==> src/rtl/spmv_sched_if.sv <==
// rtl/spmv_sched_if.sv - SpMV scheduler source, matrix-row, RAM and result bundle
interface spmv_sched_if #(
    parameter int MAT_RANK = 256,
    parameter int NNZ      = 4,
    parameter int AW       = $clog2(MAT_RANK)
);
    logic                  start;
    logic                  busy;
    logic                  done;
    logic                  err;

    logic [63:0]           src_data;
    logic                  src_vld;
    logic                  src_rdy;

    logic                  wr_en;
    logic [AW-1:0]         wr_addr;
    logic [63:0]           wr_data;

    logic [NNZ*AW-1:0]     row_col;
    logic [NNZ*64-1:0]     row_val;
    logic                  row_vld;
    logic                  row_rdy;

    logic                  rd_en;
    logic [NNZ*AW-1:0]     rd_addr;
    logic [NNZ*64-1:0]     rd_val;
    logic [AW-1:0]         rd_tag;

    logic                  res_vld;
    logic                  res_rdy;

    // The scheduler is the slave; the surrounding streams and datapath are the master.
    modport slave (
        input  start, src_data, src_vld, row_col, row_val, row_vld, res_vld, res_rdy,
        output busy, done, err, src_rdy, wr_en, wr_addr, wr_data, row_rdy,
               rd_en, rd_addr, rd_val, rd_tag
    );

    modport master (
        output start, src_data, src_vld, row_col, row_val, row_vld, res_vld, res_rdy,
        input  busy, done, err, src_rdy, wr_en, wr_addr, wr_data, row_rdy,
               rd_en, rd_addr, rd_val, rd_tag
    );
endinterface

==> src/rtl/spmv_sched.sv <==
// rtl/spmv_sched.sv - SpMV frame scheduler: vector load, credited row issue, result drain
module spmv_sched #(
    parameter int MAT_RANK = 256,
    parameter int NNZ      = 4,
    parameter int MAX_OUT  = 4,
    parameter int AW       = $clog2(MAT_RANK)
) (
    input  logic        clk,
    input  logic        rst_n,
    spmv_sched_if.slave bus
);
    localparam int              OW        = $clog2(MAX_OUT + 1);
    localparam logic [AW-1:0]   LAST_WR   = AW'(MAT_RANK - 1);
    localparam logic [AW:0]     LAST_ROW  = (AW + 1)'(MAT_RANK - 1);
    localparam logic [AW:0]     RANK_C    = (AW + 1)'(MAT_RANK);
    localparam logic [OW-1:0]   MAX_OUT_C = OW'(MAX_OUT);

    typedef enum logic [1:0] {IDLE, LOAD, ISSUE, DRAIN} state_t;

    state_t          state;
    state_t          state_nxt;
    logic [AW-1:0]   wr_cnt;
    logic [AW:0]     iss_cnt;
    logic [AW:0]     res_cnt;
    logic [OW-1:0]   out_cnt;

    logic src_hs;
    logic row_hs;
    logic res_hs;
    logic res_ok;
    logic frame_end;

    assign src_hs    = bus.src_vld & bus.src_rdy;
    assign row_hs    = bus.row_vld & bus.row_rdy;
    assign res_hs    = bus.res_vld & bus.res_rdy;
    // A result only counts while rows can be in flight and one is actually outstanding.
    assign res_ok    = res_hs && (state == ISSUE || state == DRAIN) && (out_cnt != '0);
    assign frame_end = (state == DRAIN) && res_ok && (res_cnt == LAST_ROW);

    always_ff @(posedge clk) begin
        if (!rst_n) begin
            state <= IDLE;
        end else begin
            state <= state_nxt;
        end
    end

    always_comb begin
        state_nxt = state;
        case (state)
            IDLE:    if (bus.start) state_nxt = LOAD;
            LOAD:    if (src_hs && wr_cnt == LAST_WR) state_nxt = ISSUE;
            ISSUE:   if (row_hs && iss_cnt == LAST_ROW) state_nxt = DRAIN;
            DRAIN:   if (frame_end) state_nxt = IDLE;
            default: state_nxt = IDLE;
        endcase
    end

    always_comb begin
        bus.busy    = (state != IDLE);
        bus.src_rdy = (state == LOAD);
        bus.row_rdy = (state == ISSUE) && (out_cnt < MAX_OUT_C) && (iss_cnt < RANK_C);
    end

    always_ff @(posedge clk) begin
        if (!rst_n) begin
            wr_cnt  <= '0;
            iss_cnt <= '0;
            res_cnt <= '0;
            out_cnt <= '0;
        end else if (state == IDLE && bus.start) begin
            wr_cnt  <= '0;
            iss_cnt <= '0;
            res_cnt <= '0;
            out_cnt <= '0;
        end else begin
            if (src_hs) wr_cnt  <= wr_cnt + 1'b1;
            if (row_hs) iss_cnt <= iss_cnt + 1'b1;
            if (res_ok) res_cnt <= res_cnt + 1'b1;
            // Issue and result in one cycle cancel; the credit gate keeps this from wrapping.
            if (row_hs && !res_ok) begin
                out_cnt <= out_cnt + 1'b1;
            end else if (res_ok && !row_hs) begin
                out_cnt <= out_cnt - 1'b1;
            end
        end
    end

    always_ff @(posedge clk) begin
        if (!rst_n) begin
            bus.wr_en   <= 1'b0;
            bus.wr_addr <= '0;
            bus.wr_data <= '0;
            bus.rd_en   <= 1'b0;
            bus.rd_addr <= '0;
            bus.rd_val  <= '0;
            bus.rd_tag  <= '0;
            bus.done    <= 1'b0;
            bus.err     <= 1'b0;
        end else begin
            bus.wr_en <= src_hs;
            if (src_hs) begin
                bus.wr_addr <= wr_cnt;
                bus.wr_data <= bus.src_data;
            end
            bus.rd_en <= row_hs;
            if (row_hs) begin
                bus.rd_addr <= bus.row_col;
                bus.rd_val  <= bus.row_val;
                bus.rd_tag  <= iss_cnt[AW-1:0];
            end
            bus.done <= frame_end;
            if (res_hs && !res_ok) bus.err <= 1'b1;
        end
    end
endmodule

==> src/flat_wrapper.sv <==
// flat-port wrapper written by rule: the top's interface ports become plain ports
module spmv_sched_flat 
#(
    parameter int MAT_RANK = 256,
    parameter int NNZ      = 4,
    parameter int MAX_OUT  = 4,
    parameter int AW       = $clog2(MAT_RANK)
)
  (clk, rst_n, bus_start, bus_src_data, bus_src_vld, bus_row_col, bus_row_val, bus_row_vld, bus_res_vld, bus_res_rdy, bus_busy, bus_done, bus_err, bus_src_rdy, bus_wr_en, bus_wr_addr, bus_wr_data, bus_row_rdy, bus_rd_en, bus_rd_addr, bus_rd_val, bus_rd_tag);
  spmv_sched_if #(.MAT_RANK(MAT_RANK), .NNZ(NNZ), .AW(AW)) bus_i ();
  input  logic clk;
  input  logic rst_n;
  input wire logic [$bits(bus_i.start)-1:0] bus_start;
  input wire logic [$bits(bus_i.src_data)-1:0] bus_src_data;
  input wire logic [$bits(bus_i.src_vld)-1:0] bus_src_vld;
  input wire logic [$bits(bus_i.row_col)-1:0] bus_row_col;
  input wire logic [$bits(bus_i.row_val)-1:0] bus_row_val;
  input wire logic [$bits(bus_i.row_vld)-1:0] bus_row_vld;
  input wire logic [$bits(bus_i.res_vld)-1:0] bus_res_vld;
  input wire logic [$bits(bus_i.res_rdy)-1:0] bus_res_rdy;
  output wire logic [$bits(bus_i.busy)-1:0] bus_busy;
  output wire logic [$bits(bus_i.done)-1:0] bus_done;
  output wire logic [$bits(bus_i.err)-1:0] bus_err;
  output wire logic [$bits(bus_i.src_rdy)-1:0] bus_src_rdy;
  output wire logic [$bits(bus_i.wr_en)-1:0] bus_wr_en;
  output wire logic [$bits(bus_i.wr_addr)-1:0] bus_wr_addr;
  output wire logic [$bits(bus_i.wr_data)-1:0] bus_wr_data;
  output wire logic [$bits(bus_i.row_rdy)-1:0] bus_row_rdy;
  output wire logic [$bits(bus_i.rd_en)-1:0] bus_rd_en;
  output wire logic [$bits(bus_i.rd_addr)-1:0] bus_rd_addr;
  output wire logic [$bits(bus_i.rd_val)-1:0] bus_rd_val;
  output wire logic [$bits(bus_i.rd_tag)-1:0] bus_rd_tag;
  assign bus_i.start = bus_start;
  assign bus_i.src_data = bus_src_data;
  assign bus_i.src_vld = bus_src_vld;
  assign bus_i.row_col = bus_row_col;
  assign bus_i.row_val = bus_row_val;
  assign bus_i.row_vld = bus_row_vld;
  assign bus_i.res_vld = bus_res_vld;
  assign bus_i.res_rdy = bus_res_rdy;
  assign bus_busy = bus_i.busy;
  assign bus_done = bus_i.done;
  assign bus_err = bus_i.err;
  assign bus_src_rdy = bus_i.src_rdy;
  assign bus_wr_en = bus_i.wr_en;
  assign bus_wr_addr = bus_i.wr_addr;
  assign bus_wr_data = bus_i.wr_data;
  assign bus_row_rdy = bus_i.row_rdy;
  assign bus_rd_en = bus_i.rd_en;
  assign bus_rd_addr = bus_i.rd_addr;
  assign bus_rd_val = bus_i.rd_val;
  assign bus_rd_tag = bus_i.rd_tag;
  spmv_sched #(.MAT_RANK(MAT_RANK), .NNZ(NNZ), .MAX_OUT(MAX_OUT), .AW(AW)) u_core (.clk(clk), .rst_n(rst_n), .bus(bus_i));
endmodule
==> config.mk <==
export PLATFORM = sky130hd
export DESIGN_NAME = spmv_sched_flat
export DESIGN_NICKNAME = d
export VERILOG_FILES = /design/src/rtl/spmv_sched_if.sv /design/src/rtl/spmv_sched.sv /design/src/flat_wrapper.sv
export SDC_FILE = /design/constraint.sdc
export NUM_CORES = 1
export LEC_CHECK = 0
export ABC_AREA = 1
export ABC_CLOCK_PERIOD_IN_PS = 2840
export CORE_AREA = 3 3 282 284
export CTS_CLUSTER_DIAMETER = 120
export DETAILED_ROUTE_END_ITERATION = 8
export DIE_AREA = 0 0 285 287
export SLEW_MARGIN = 20
export SYNTH_ARGS = -nofsm -noshare
export SYNTH_HDL_FRONTEND = slang
export SYNTH_SLANG_ARGS = --single-unit
==> constraint.sdc <==
create_clock -name clk -period 2.84 [get_ports clk]
set_input_delay 0.568 -clock clk [delete_from_list [all_inputs] [get_ports clk]]
set_output_delay 0.568 -clock clk [all_outputs]
set_load 0.02 [all_outputs]
==> reports/metrics.yaml <==
run:
  cap_violations: 0
routing:
  wl_mm: 55.1
  dr.pass1.iters: 5
  postRouteAntennaNets: 0
  viasPerCell: 3.97
  drtIter0Drc: 729
  num_vias: 14300
  route.detailed.drc: 0
  routedWlPerCell_um: 15.4
placement:
  globalplace.congestion: 0.825
  dpl-instance-area_mm2: 0.0226
  port_buffers: 733
  dp_hpwl_mm: 39.4
synth:
  ys_types: 33
  yosys_warnings: 0
  syn_avg_cell_area_um2: 7.82
  synthesis.area_mm2: 0.0143
  ys_ff_latch: 403
  syn_nets: 2202
  netlist_instances: 1831
  seq_area_frac_synth: 0.563
timing:
  setup_violations: 0
  min_period_ns: 2.66
  fin_crit_sh: 0.937
  fin_setup_tns_ns: 0
  drv_slew: 0
  final-hold-violation-count: 0
  slew_headroom: 0.440
  fin_skew_ns: 0.00949
  fmax_ghz: 0.376
  tightest_slew_ns: 0.839
  grt_setup_unrepaired: "no"
power:
  p_per_area_mw_per_mm2: 746
  p_comb_frac: 0.286
  p_int_mw: 12.3
  power_switching_mw: 5.74
  worst_ir_drop_vdd_uv: 408
  sw_frac_of_total: 0.318
  pwr-share-clk: 0.343
  p_leak_nw: 8.33
  seq_power_share: 0.371
floorplan:
  die-area_mm2: 0.0818
  chipHeight_um: 287
  die_w_um: 285
  row_count: 102
  start_util: 0.185
  core-area_mm2: 0.0773
  ios: 734
critical_path:
  max_stage_delay_ns: 0.64
  r2r_cells: 11
  cp-start-kind: "flop"
  endpoint: "bus_row_rdy"
  path_max_fanout: 6
  crit_type: "flop to output port"
  path_cells: "inv_1 -> ha_2 -> nand2_1 -> nor2_1 -> clkdlybuf4s50_1"
  critPathArrivalTime_ns: 2.09
  cp_num_buf_inv: 2
  crit_required_ns: 2.27
  rrSetupSlack_ns: 0.63
  slowest_stage: "clkdlybuf4s50_1"
  worstReg2RegStart: "u_core.state[0]"
  cp.depth: 5
  cpLargestDelayFamily: "buffers and inverters"
  cp-startpoint: "u_core.state[0]"
  cp-end-kind: "output port"
  r2r_end: "u_core.out_cnt[2]"
finish:
  area_delta_synth_final_pct: 69.0
  final_nets: 2881
  drive_gt1_frac: 0.0433
  fin_area_mm2: 0.0242
  n_fill_cell: 8241
cts:
  cts_max_level: 2
  cts_tree: "done"
  clk_path_buf_depth: 3
  clock-root-buffer: "clkbuf_16"
  holdBufCountCts: 0
  clock_sinks: 403
  clkTransAtPathRegs_ns: 0.06
  cts_buffers: 46
  insertion_delay_ns: 0.57
min_path:
  hold_path.class: "primary input to flop"
  min_from: "rst_n"
global_route:
  grt_usage: 0.125
  grt_max_degree: 160
  antenna_found_initial: 3
  grt_pass1_vias: 13100
  grt_first_pass_wirelength_mm: 81.0
  grt_overflow: 0
run_status:
  outcome: "finished clean"
[cells by family (layout without fill, tap and decap cells)]
kind of cell    after synthesis  after routing  synth area share
buf+inv                     165            877            0.0541
other cells                   0              4                 0
fa+ha+maj                    12             12            0.0110
simple gates                836            836             0.225
xor+xnor                      4              4           0.00245
flops                       403            403             0.563
compound gates              411            411             0.145
[per-layer routing]
layer  up-vias  GRT usage  share of wire
met3        87     0.0389          0.084
met5         -          0              0
li1       7222          -              -
met1      6451      0.151           0.41
met2       491      0.211           0.48
met4         0     0.0399          0.027
[cells in the mapped netlist]
cell type / count / share of area
a31oi_1: 4 / 0.0017
nor3_1: 10 / 0.0035
xnor2_1: 1 / 0.00061
fa_1: 1 / 0.0014
nand3_1: 8 / 0.0028
a21oi_2: 1 / 0.00061
nand3_2: 1 / 0.00070
nand2_1: 635 / 0.17
and3b_1: 1 / 0.00061
inv_1: 38 / 0.010
o21ai_1: 9 / 0.0031
inv_2: 4 / 0.0010
ha_1: 11 / 0.0096
nor3b_1: 2 / 0.0010
or2_0: 1 / 0.00044
nand4_1: 4 / 0.0017
nor2_2: 4 / 0.0017
o21a_1: 1 / 0.00052
buf_1: 6 / 0.0016
clkbuf_1: 51 / 0.013
dfxtp_1: 403 / 0.56
a21oi_1: 317 / 0.11
buf_4: 24 / 0.013
or2_2: 1 / 0.00044
or2_1: 1 / 0.00044
buf_2: 40 / 0.014
nor2_1: 165 / 0.043
o21ai_0: 78 / 0.027
nand2_2: 2 / 0.00087
buf_6: 2 / 0.0016
xor2_1: 3 / 0.0018
nor3_2: 1 / 0.00070
a21o_1: 1 / 0.00052
[state kept, by name, summed over array words and instances, names as in the netlist]
register	flops
u_core.state	2
u_core.bus.rd_en	1
u_core.bus.err	1
u_core.bus.rd_addr	32
u_core.bus.rd_tag	8
u_core.bus.wr_addr	8
u_core.bus.wr_en	1
u_core.bus.done	1
u_core.bus.rd_val	256
u_core.res_cnt	9
u_core.iss_cnt	9
u_core.wr_cnt	8
u_core.out_cnt	3
u_core.bus.wr_data	64
[worst min path at each step]
stage,end,slack (ns),cells past startpoint
2_1_floorplan,u_core.res_cnt[6],0.44,1
3_3_place_gp,u_core.res_cnt[4],0.45,2
3_5_place_dp,u_core.bus.rd_val[158],0.45,2
4_1_cts,u_core.bus.rd_addr[7],0.39,3
5_1_grt,u_core.bus.rd_tag[3],0.41,3
6_report,u_core.bus.rd_tag[3],0.43,3
[repair_timing]
action                     in CTS  in global routing
gates resized for setup         0                  1
setup endpoints to repair       0                  1
buffers inserted                0                  0
[final cells by class]
class,instances,area [um2],share of cell area
timing repair buffer,754,7590,0.314
clock buffer,64,1330,0.0549
multi-input combinational,1263,5490,0.227
antenna,4,10.0,0.000414
inverter,42,173,0.00713
tap,1040,1300,0.0538
clock inverter,17,244,0.0101
sequential,403,8070,0.333
[stage by stage]
stage | utilization | hold WS, ns | total power, mW | setup WS [ns] | std cells
finish | 0.313 | 0.426 | 18.1 | 0.178 | 3587
global route | 0.313 | 0.414 | 19.0 | 0.0338 | 3585
CTS | 0.313 | 0.385 | 18.4 | 0.0333 | 3583
detailed placement | 0.292 | 0.454 | 12.1 | 0.199 | 3502
global placement | 0.292 | 0.448 | 12.0 | 0.139 | 3502
floorplan | - | 0.436 | 9.58 | 0.686 | 1831
[cells in the final DEF (no fill, tap or decap), types with 3 or more instances in the layout]
cell type          n
o21ai_0           78
dfxtp_1          403
diode_2            4
nand3_1            8
buf_4             13
nor2_1           165
nand2_1          635
clkinv_2           7
nand4_1            4
clkbuf_8           9
xor2_1             3
nor3_1            10
a31oi_1            4
clkdlybuf4s50_1  732
inv_1             38
bufinv_16          5
clkbuf_16         47
buf_12             8
o21ai_1            9
ha_1              10
nor2_2             4
a21oi_1          317
clkbuf_1           8
[tightest hold or removal path: stages]
cell and delay (ns):
buf_2 0.14, inv_8 0.10, a21oi_1 0.12
[power by group through the flow]
| stage | Clock (mW) | Sequential (mW) | Combinational [mW] |
|---|---|---|---|
| 6_report | 6.19 | 6.71 | 5.15 |
| 5_1_grt | 6.63 | 6.79 | 5.62 |
| 4_1_cts | 6.46 | 6.71 | 5.24 |
| 3_5_place_dp | 0 | 6.83 | 5.23 |
| 3_3_place_gp | 0 | 6.80 | 5.21 |
| 2_1_floorplan | 0 | 7.61 | 1.97 |
Power figures use the tool's default switching activity.
